[config.mk]
export PLATFORM = sky130hd
export DESIGN_NAME = fetch_ctrl_flat
export DESIGN_NICKNAME = d
export VERILOG_FILES = /design/src/rtl/fetch_ctrl_if.sv /design/src/rtl/fetch_ctrl.sv /design/src/flat_wrapper.sv
export SDC_FILE = /design/constraint.sdc
export NUM_CORES = 1
export LEC_CHECK = 0
export CAP_MARGIN = 20
export CORE_AREA = 2 2 203 105
export DETAILED_ROUTE_END_ITERATION = 10
export DIE_AREA = 0 0 205 107
export GPL_TIMING_DRIVEN = 0
export PLACE_DENSITY = 0.74
export SLEW_MARGIN = 20
export SYNTH_ARGS = -nofsm -noshare
export SYNTH_HDL_FRONTEND = slang
export SYNTH_SLANG_ARGS = --single-unit
[constraint.sdc]
create_clock -name clk -period 1.62 [get_ports clk]
set_input_delay 0.405 -clock clk [delete_from_list [all_inputs] [get_ports clk]]
set_output_delay 0.405 -clock clk [all_outputs]
set_load 0.02 [all_outputs]
[src/rtl/fetch_ctrl_if.sv]
// Instruction-memory port of the fetch stage: the fetch sequencer drives
// req/addr, the memory answers with ack/rdata in the cycle the word is valid.
interface fetch_ctrl_if;
    logic        req;
    logic [31:0] addr;
    logic        ack;
    logic [31:0] rdata;

    modport master (output req, output addr, input ack, input rdata);
    modport slave  (input req, input addr, output ack, output rdata);
endinterface

[src/rtl/fetch_ctrl.sv]
// Fetch-stage sequencer: owns the fetch PC, runs the req/ack handshake to
// instruction memory, presents words to D through a one-entry skid buffer and
// applies NPC redirects with delay-slot semantics (the word already held or in
// flight when a branch is captured is delivered unmodified).
//
//   state  | meaning
//   IDLE   | single quiet cycle after reset, no request
//   REQ    | request outstanding at fetch_pc, waiting for ack
//   HOLD   | skid full, request paused until D drains a word
module fetch_ctrl #(
    parameter logic [31:0] RESET_PC     = 32'h0000_3000,
    parameter int unsigned IMEM_TIMEOUT = 255
) (
    input  logic              clk,
    input  logic              reset,
    input  logic              stall,
    input  logic              branch,
    input  logic [31:0]       npc,
    fetch_ctrl_if.master      imem,
    output logic              if_valid,
    output logic [31:0]       if_instr,
    output logic [31:0]       if_pc,
    output logic              fetch_err
);

    typedef enum logic [1:0] {S_IDLE, S_REQ, S_HOLD} state_t;

    localparam logic [7:0] TIMEOUT_CNT = 8'(IMEM_TIMEOUT);

    state_t      state_q, state_d;
    logic [31:0] fetch_pc_q, fetch_pc_d;
    logic        if_valid_q, if_valid_d;
    logic [31:0] if_instr_q, if_instr_d;
    logic [31:0] if_pc_q, if_pc_d;
    logic        skid_valid_q, skid_valid_d;
    logic [31:0] skid_instr_q, skid_instr_d;
    logic [31:0] skid_pc_q, skid_pc_d;
    logic        redir_valid_q, redir_valid_d;
    logic [31:0] redir_target_q, redir_target_d;
    logic [7:0]  timer_q, timer_d;
    logic        fetch_err_q, fetch_err_d;

    logic        ack_take;
    logic        consume;
    logic        to_slot;
    logic        branch_ok;
    logic [31:0] npc_aligned;

    // Handshake qualifiers shared by the next-state and datapath logic.
    always_comb begin
        ack_take    = (state_q == S_REQ) && imem.ack;
        consume     = if_valid_q && !stall;
        // A word can go straight to D if the slot is empty, or is being
        // consumed this edge and no older word waits in the skid.
        to_slot     = !if_valid_q || (!stall && !skid_valid_q);
        branch_ok   = branch && !stall;
        npc_aligned = {npc[31:2], 2'b00};
    end

    // All state flops with synchronous active-low reset.
    always_ff @(posedge clk) begin
        if (!reset) begin
            state_q        <= S_IDLE;
            fetch_pc_q     <= RESET_PC;
            if_valid_q     <= 1'b0;
            if_instr_q     <= 32'h0;
            if_pc_q        <= RESET_PC;
            skid_valid_q   <= 1'b0;
            skid_instr_q   <= 32'h0;
            skid_pc_q      <= 32'h0;
            redir_valid_q  <= 1'b0;
            redir_target_q <= 32'h0;
            timer_q        <= 8'h0;
            fetch_err_q    <= 1'b0;
        end else begin
            state_q        <= state_d;
            fetch_pc_q     <= fetch_pc_d;
            if_valid_q     <= if_valid_d;
            if_instr_q     <= if_instr_d;
            if_pc_q        <= if_pc_d;
            skid_valid_q   <= skid_valid_d;
            skid_instr_q   <= skid_instr_d;
            skid_pc_q      <= skid_pc_d;
            redir_valid_q  <= redir_valid_d;
            redir_target_q <= redir_target_d;
            timer_q        <= timer_d;
            fetch_err_q    <= fetch_err_d;
        end
    end

    // Next-state: pause requesting once the skid has to absorb a word.
    always_comb begin
        state_d = state_q;
        case (state_q)
            S_IDLE: state_d = S_REQ;
            S_REQ:  if (ack_take && !to_slot) state_d = S_HOLD;
            S_HOLD: if (consume) state_d = S_REQ;
            default: state_d = S_IDLE;
        endcase
    end

    // Datapath: D slot / skid refill, fetch PC advance, redirect and timeout.
    always_comb begin
        if_valid_d     = if_valid_q;
        if_instr_d     = if_instr_q;
        if_pc_d        = if_pc_q;
        skid_valid_d   = skid_valid_q;
        skid_instr_d   = skid_instr_q;
        skid_pc_d      = skid_pc_q;
        fetch_pc_d     = fetch_pc_q;
        redir_valid_d  = redir_valid_q;
        redir_target_d = redir_target_q;
        timer_d        = timer_q;
        fetch_err_d    = fetch_err_q;

        // Skid is older than any ack, so it refills the slot first.
        if (consume) begin
            if (skid_valid_q) begin
                if_instr_d   = skid_instr_q;
                if_pc_d      = skid_pc_q;
                skid_valid_d = 1'b0;
            end else if (ack_take) begin
                if_instr_d = imem.rdata;
                if_pc_d    = fetch_pc_q;
            end else begin
                if_valid_d = 1'b0;
            end
        end else if (ack_take && !if_valid_q) begin
            if_valid_d = 1'b1;
            if_instr_d = imem.rdata;
            if_pc_d    = fetch_pc_q;
        end

        if (ack_take && !to_slot) begin
            skid_valid_d = 1'b1;
            skid_instr_d = imem.rdata;
            skid_pc_d    = fetch_pc_q;
        end

        // A pending redirect wins over a branch on the same edge.
        if (ack_take) begin
            if (redir_valid_q) begin
                fetch_pc_d    = redir_target_q;
                redir_valid_d = 1'b0;
            end else if (branch_ok) begin
                fetch_pc_d = npc_aligned;
            end else begin
                fetch_pc_d = fetch_pc_q + 32'd4;
            end
        end else if (branch_ok) begin
            redir_valid_d  = 1'b1;
            redir_target_d = npc_aligned;
        end

        // Timer saturates at the limit; the request itself stays up.
        if (ack_take) begin
            timer_d = 8'h0;
        end else if (state_q == S_REQ) begin
            if (timer_q != TIMEOUT_CNT) timer_d = timer_q + 8'd1;
            if (timer_d == TIMEOUT_CNT) fetch_err_d = 1'b1;
        end
    end

    // Outputs straight from state and registers.
    always_comb begin
        imem.req  = (state_q == S_REQ);
        imem.addr = fetch_pc_q;
        if_valid  = if_valid_q;
        if_instr  = if_instr_q;
        if_pc     = if_pc_q;
        fetch_err = fetch_err_q;
    end

endmodule

[src/flat_wrapper.sv]
// flat-port wrapper written by rule: the top's interface ports become plain ports
module fetch_ctrl_flat 
#(
    parameter logic [31:0] RESET_PC     = 32'h0000_3000,
    parameter int unsigned IMEM_TIMEOUT = 255
)
  (clk, reset, stall, branch, npc, if_valid, if_instr, if_pc, fetch_err, imem_req, imem_addr, imem_ack, imem_rdata);
  fetch_ctrl_if imem_i ();
  input  logic clk;
  input  logic reset;
  input  logic stall;
  input  logic branch;
  input  logic [31:0] npc;
  output logic if_valid;
  output logic [31:0] if_instr;
  output logic [31:0] if_pc;
  output logic fetch_err;
  output wire logic [$bits(imem_i.req)-1:0] imem_req;
  output wire logic [$bits(imem_i.addr)-1:0] imem_addr;
  input wire logic [$bits(imem_i.ack)-1:0] imem_ack;
  input wire logic [$bits(imem_i.rdata)-1:0] imem_rdata;
  assign imem_req = imem_i.req;
  assign imem_addr = imem_i.addr;
  assign imem_i.ack = imem_ack;
  assign imem_i.rdata = imem_rdata;
  fetch_ctrl #(.RESET_PC(RESET_PC), .IMEM_TIMEOUT(IMEM_TIMEOUT)) u_core (.clk(clk), .reset(reset), .stall(stall), .branch(branch), .npc(npc), .imem(imem_i), .if_valid(if_valid), .if_instr(if_instr), .if_pc(if_pc), .fetch_err(fetch_err));
endmodule
==> impl_metrics.csv <==
group,metric,value,unit
setup_path,startpoint_type,"flop",
die,start_util,47.10,%
setup_path,worstPathArrival,2.20,ns
clock_tree,path_clk_slew,0.08,ns
setup_path,crit_chain,"ha_4, nand3_4, buf_6, nor4_4, buf_4, nand4_1, mux2i_1, o21ai_1",
place,gp_congestion,1.020,
yosys,synthArstFlopShare,0,%
yosys,syn_area,9507,sq um
setup_path,worstSetupPathType,"reg2reg",
clock_tree,worst_skew_pair.late_latency,0.45,ns
detailed_routing,vias,10700,
yosys,yosys.area_share.xor_xnor,0.7370,%
detailed_routing,drt_iter0_markers,1309,
die,chipWidth,205,um
status,status,"finished with violations",
grt,grt_pass1_vias,9476,
layout,multi_input_area,5788,sq um
clock_tree,clock_path_buffers,2,
layout,fin_area,14350,sq um
clock_tree,cts_buffers,17,
layout,nFillCells,1555,
grt,grt-ovfl-total,0,
layout,fin_cells,1748,
yosys,synth_mux_area_share,0.6449,%
layout,regArea,4056,sq um
clock_tree,cts_tree,"yes",
detailed_routing,vias_per_cell,6.123,
yosys,synth_ff_type,"dfxtp_1",
place,portBuffers,160,
yosys,ys_warn_count,0,
yosys,yosys.area_share.simple,26.90,%
detailed_routing,first_pass_iters,7,
yosys,ys_types,71,
layout,drive_gt1_share,29.15,%
sta,fin_worst_skew,0.01240,ns
status,violations,"setup timing",
sta,drv_slew,0,
grt,antenna_found_initial,1,
worst_hold_path,hold_path_class,"in2reg",
die,rows,37,
setup_path,worst-path-max-fanout,4,
clock_tree,clock-sinks,198,
die,num_io_pins,168,
yosys,synth-seq-area-share,41.70,%
sta,timing.fmax,538.0,MHz
sta,fin_ws,-0.2389,ns
setup_path,end_kind,"flop",
grt,track_usage,33.08,%
die,design.die.area,21940,sq um
die,fp.coreArea,20180,sq um
grt,grt_max_degree,19,
clock_tree,root_buffer,"clkbuf_16",
yosys,synthCells,1187,
layout,area_delta_synth_final,50.97,%
grt,grt_pass1_wl,55.29,mm
place,dpl_worst_slack,-1.153,ns
yosys,synth_top_family_by_area,"simple AND/OR/NAND/NOR gates",
sta,finalSetupViolations,133,
place,dp_hpwl,24.94,mm
layout,diodes,0,
layout,nets,1533,
detailed_routing,final_antenna_net_count,0,
yosys,synth_compound_area_share,23.11,%
yosys,synth_seq_cells,198,
yosys,synth_fa_ha_area_share,0.2632,%
sta,final-hold-violation-count,0,
clock_tree,htreeDepth,4,
sta,tightest_slew,0.7816,ns
sta,fin_crit,1.859,ns
detailed_routing,routed_wl,38.66,mm
sta,slew-limit-headroom,47.90,%
sta,rsz0062_at_grt,"yes",
detailed_routing,wl_per_cell,22.12,um
yosys,synth-edff-count,0,
place,placed_cell_area,11550,sq um
sta,post-route-period-util,114.7,%
pwr,irDropWorstVdd,736.3,uV
setup_path,crit_buf_inv,2,
layout,final_common_cell,"nand2_1",
place,dp.cells,1623,
yosys,avgSynthCellArea,8.009,sq um
detailed_routing,drc,0,
setup_path,critPathTopFamily,"simple AND/OR/NAND/NOR gates",
run,maxCapViolations,0,
layout,layout_common_cells,"241 x nand2_1, 166 x dfxtp_1, 91 x nand3_1",
setup_path,slowest_stage,"dfxtp_4",
pwr,power_density,806.9,nW/um^2
setup_path,max_stage_delay,0.39,ns
setup_path,crit_required,1.96,ns
die,die_h,107,um
sta,fin_setup_tns,-7.648,ns
pwr,power.leakage,6.227,nW
## metrics by stage
| stage | hold WS (ns) | power, mW | utilization [%] |
|---|---|---|---|
| 2_1_floorplan | 0.4383 | 6.175 | - |
| 5_1_grt | 0.4696 | 11.91 | 71.11 |
| 3_3_place_gp | 0.4497 | 6.977 | 57.23 |
| 6_report | 0.4327 | 11.58 | 71.11 |
| 4_1_cts | 0.4263 | 11.32 | 65.94 |
| 3_5_place_dp | 0.4535 | 6.995 | 57.23 |
## where the power goes
group / switching (mW) / total, mW / internal (mW)
clock network: 2.12 / 4.28 / 2.16
logic: 1.16 / 2.07 / 0.916
registers: 0.183 / 5.23 / 5.05
## final cells by class
cell class                 count  area share (%)
multi-input combinational    871           40.33
clock inverter                15           1.003
clock buffer                  17           2.964
timing repair buffer         258           17.96
buffer                       106           6.843
tap                          273           2.380
sequential                   198           28.26
inverter                      10          0.2615
## flip-flops by register name, indices dropped and copies added, names as in the netlist, 2 cells and up
signal / cells
u_core.imem.addr: 30
u_core.skid_instr_q: 32
u_core.state_q: 2
u_core.skid_pc_q: 30
u_core.redir_target_q: 30
u_core.timer_q: 8
u_core.if_pc: 30
u_core.if_instr: 32
## cell usage after synthesis, types with 6 or more instances
cell type | instances | area (sq um)
nor3b_1 | 10 | 75.07
nor2b_1 | 6 | 37.54
a31oi_1 | 6 | 37.54
o211ai_1 | 6 | 45.04
nand2_1 | 289 | 1085
dfxtp_1 | 198 | 3964
a211oi_1 | 6 | 45.04
clkbuf_1 | 60 | 225.2
nand3_1 | 136 | 680.7
o21ai_0 | 34 | 170.2
inv_1 | 10 | 37.54
buf_4 | 7 | 52.55
nor2_1 | 44 | 165.2
a21boi_0 | 95 | 713.2
nor3_1 | 19 | 95.09
and3_1 | 6 | 37.54
o211a_1 | 63 | 630.6
clkbuf_8 | 9 | 123.9
buf_2 | 33 | 165.2
a21oi_1 | 42 | 210.2
nand4_1 | 16 | 100.1
## worst reg2reg max path: stages (launching register included)
cell and delay [ns]:
dfxtp_4 0.39, ha_4 0.15, nand3_4 0.11, buf_6 0.15, nor4_4 0.28, buf_4 0.19
nand4_1 0.13, mux2i_1 0.26, o21ai_1 0.09
## routing by layer
metal / vias up / share of wire (%) / wire length [um] / track usage, %
li1: 4735 / - / - / -
met1: 5062 / 44 / 17200 / 52.07
met2: 802 / 38 / 14580 / 42.45
met3: 102 / 15 / 5985 / 10.06
met4: 2 / 2.1 / 829 / 7.246
met5: - / 0.15 / 58 / 2.143
## path summary, 6_finish.rpt
kind,start,to,slack [ns],cells after the start
min,reset,u_core.imem.addr[29],0.43,5
min reg2reg,u_core.skid_pc_q[9],u_core.skid_pc_q[9],0.46,2
max reg2reg,u_core.imem.addr[2],u_core.imem.addr[28],-0.24,8
max,u_core.imem.addr[2],u_core.imem.addr[28],-0.24,8
## logic make-up after synthesis
logic type      count (synthesis)
flops                         198
fa+ha+maj                       2
other cells                     1
buf+inv                       123
xor+xnor                        8
compound gates                292
simple gates                  557
mux                             6
## what timing repair did
item / 4_1_cts / 5_1_grt
setup buffers: 64 / 24
resized for setup: 347 / 278
gates cloned: 8 / 11
endpoints found under the setup margin: 292 / 184
pin swaps: 29 / 106
hold buffers: 0 / 0
(Power assumes the default switching activity.)
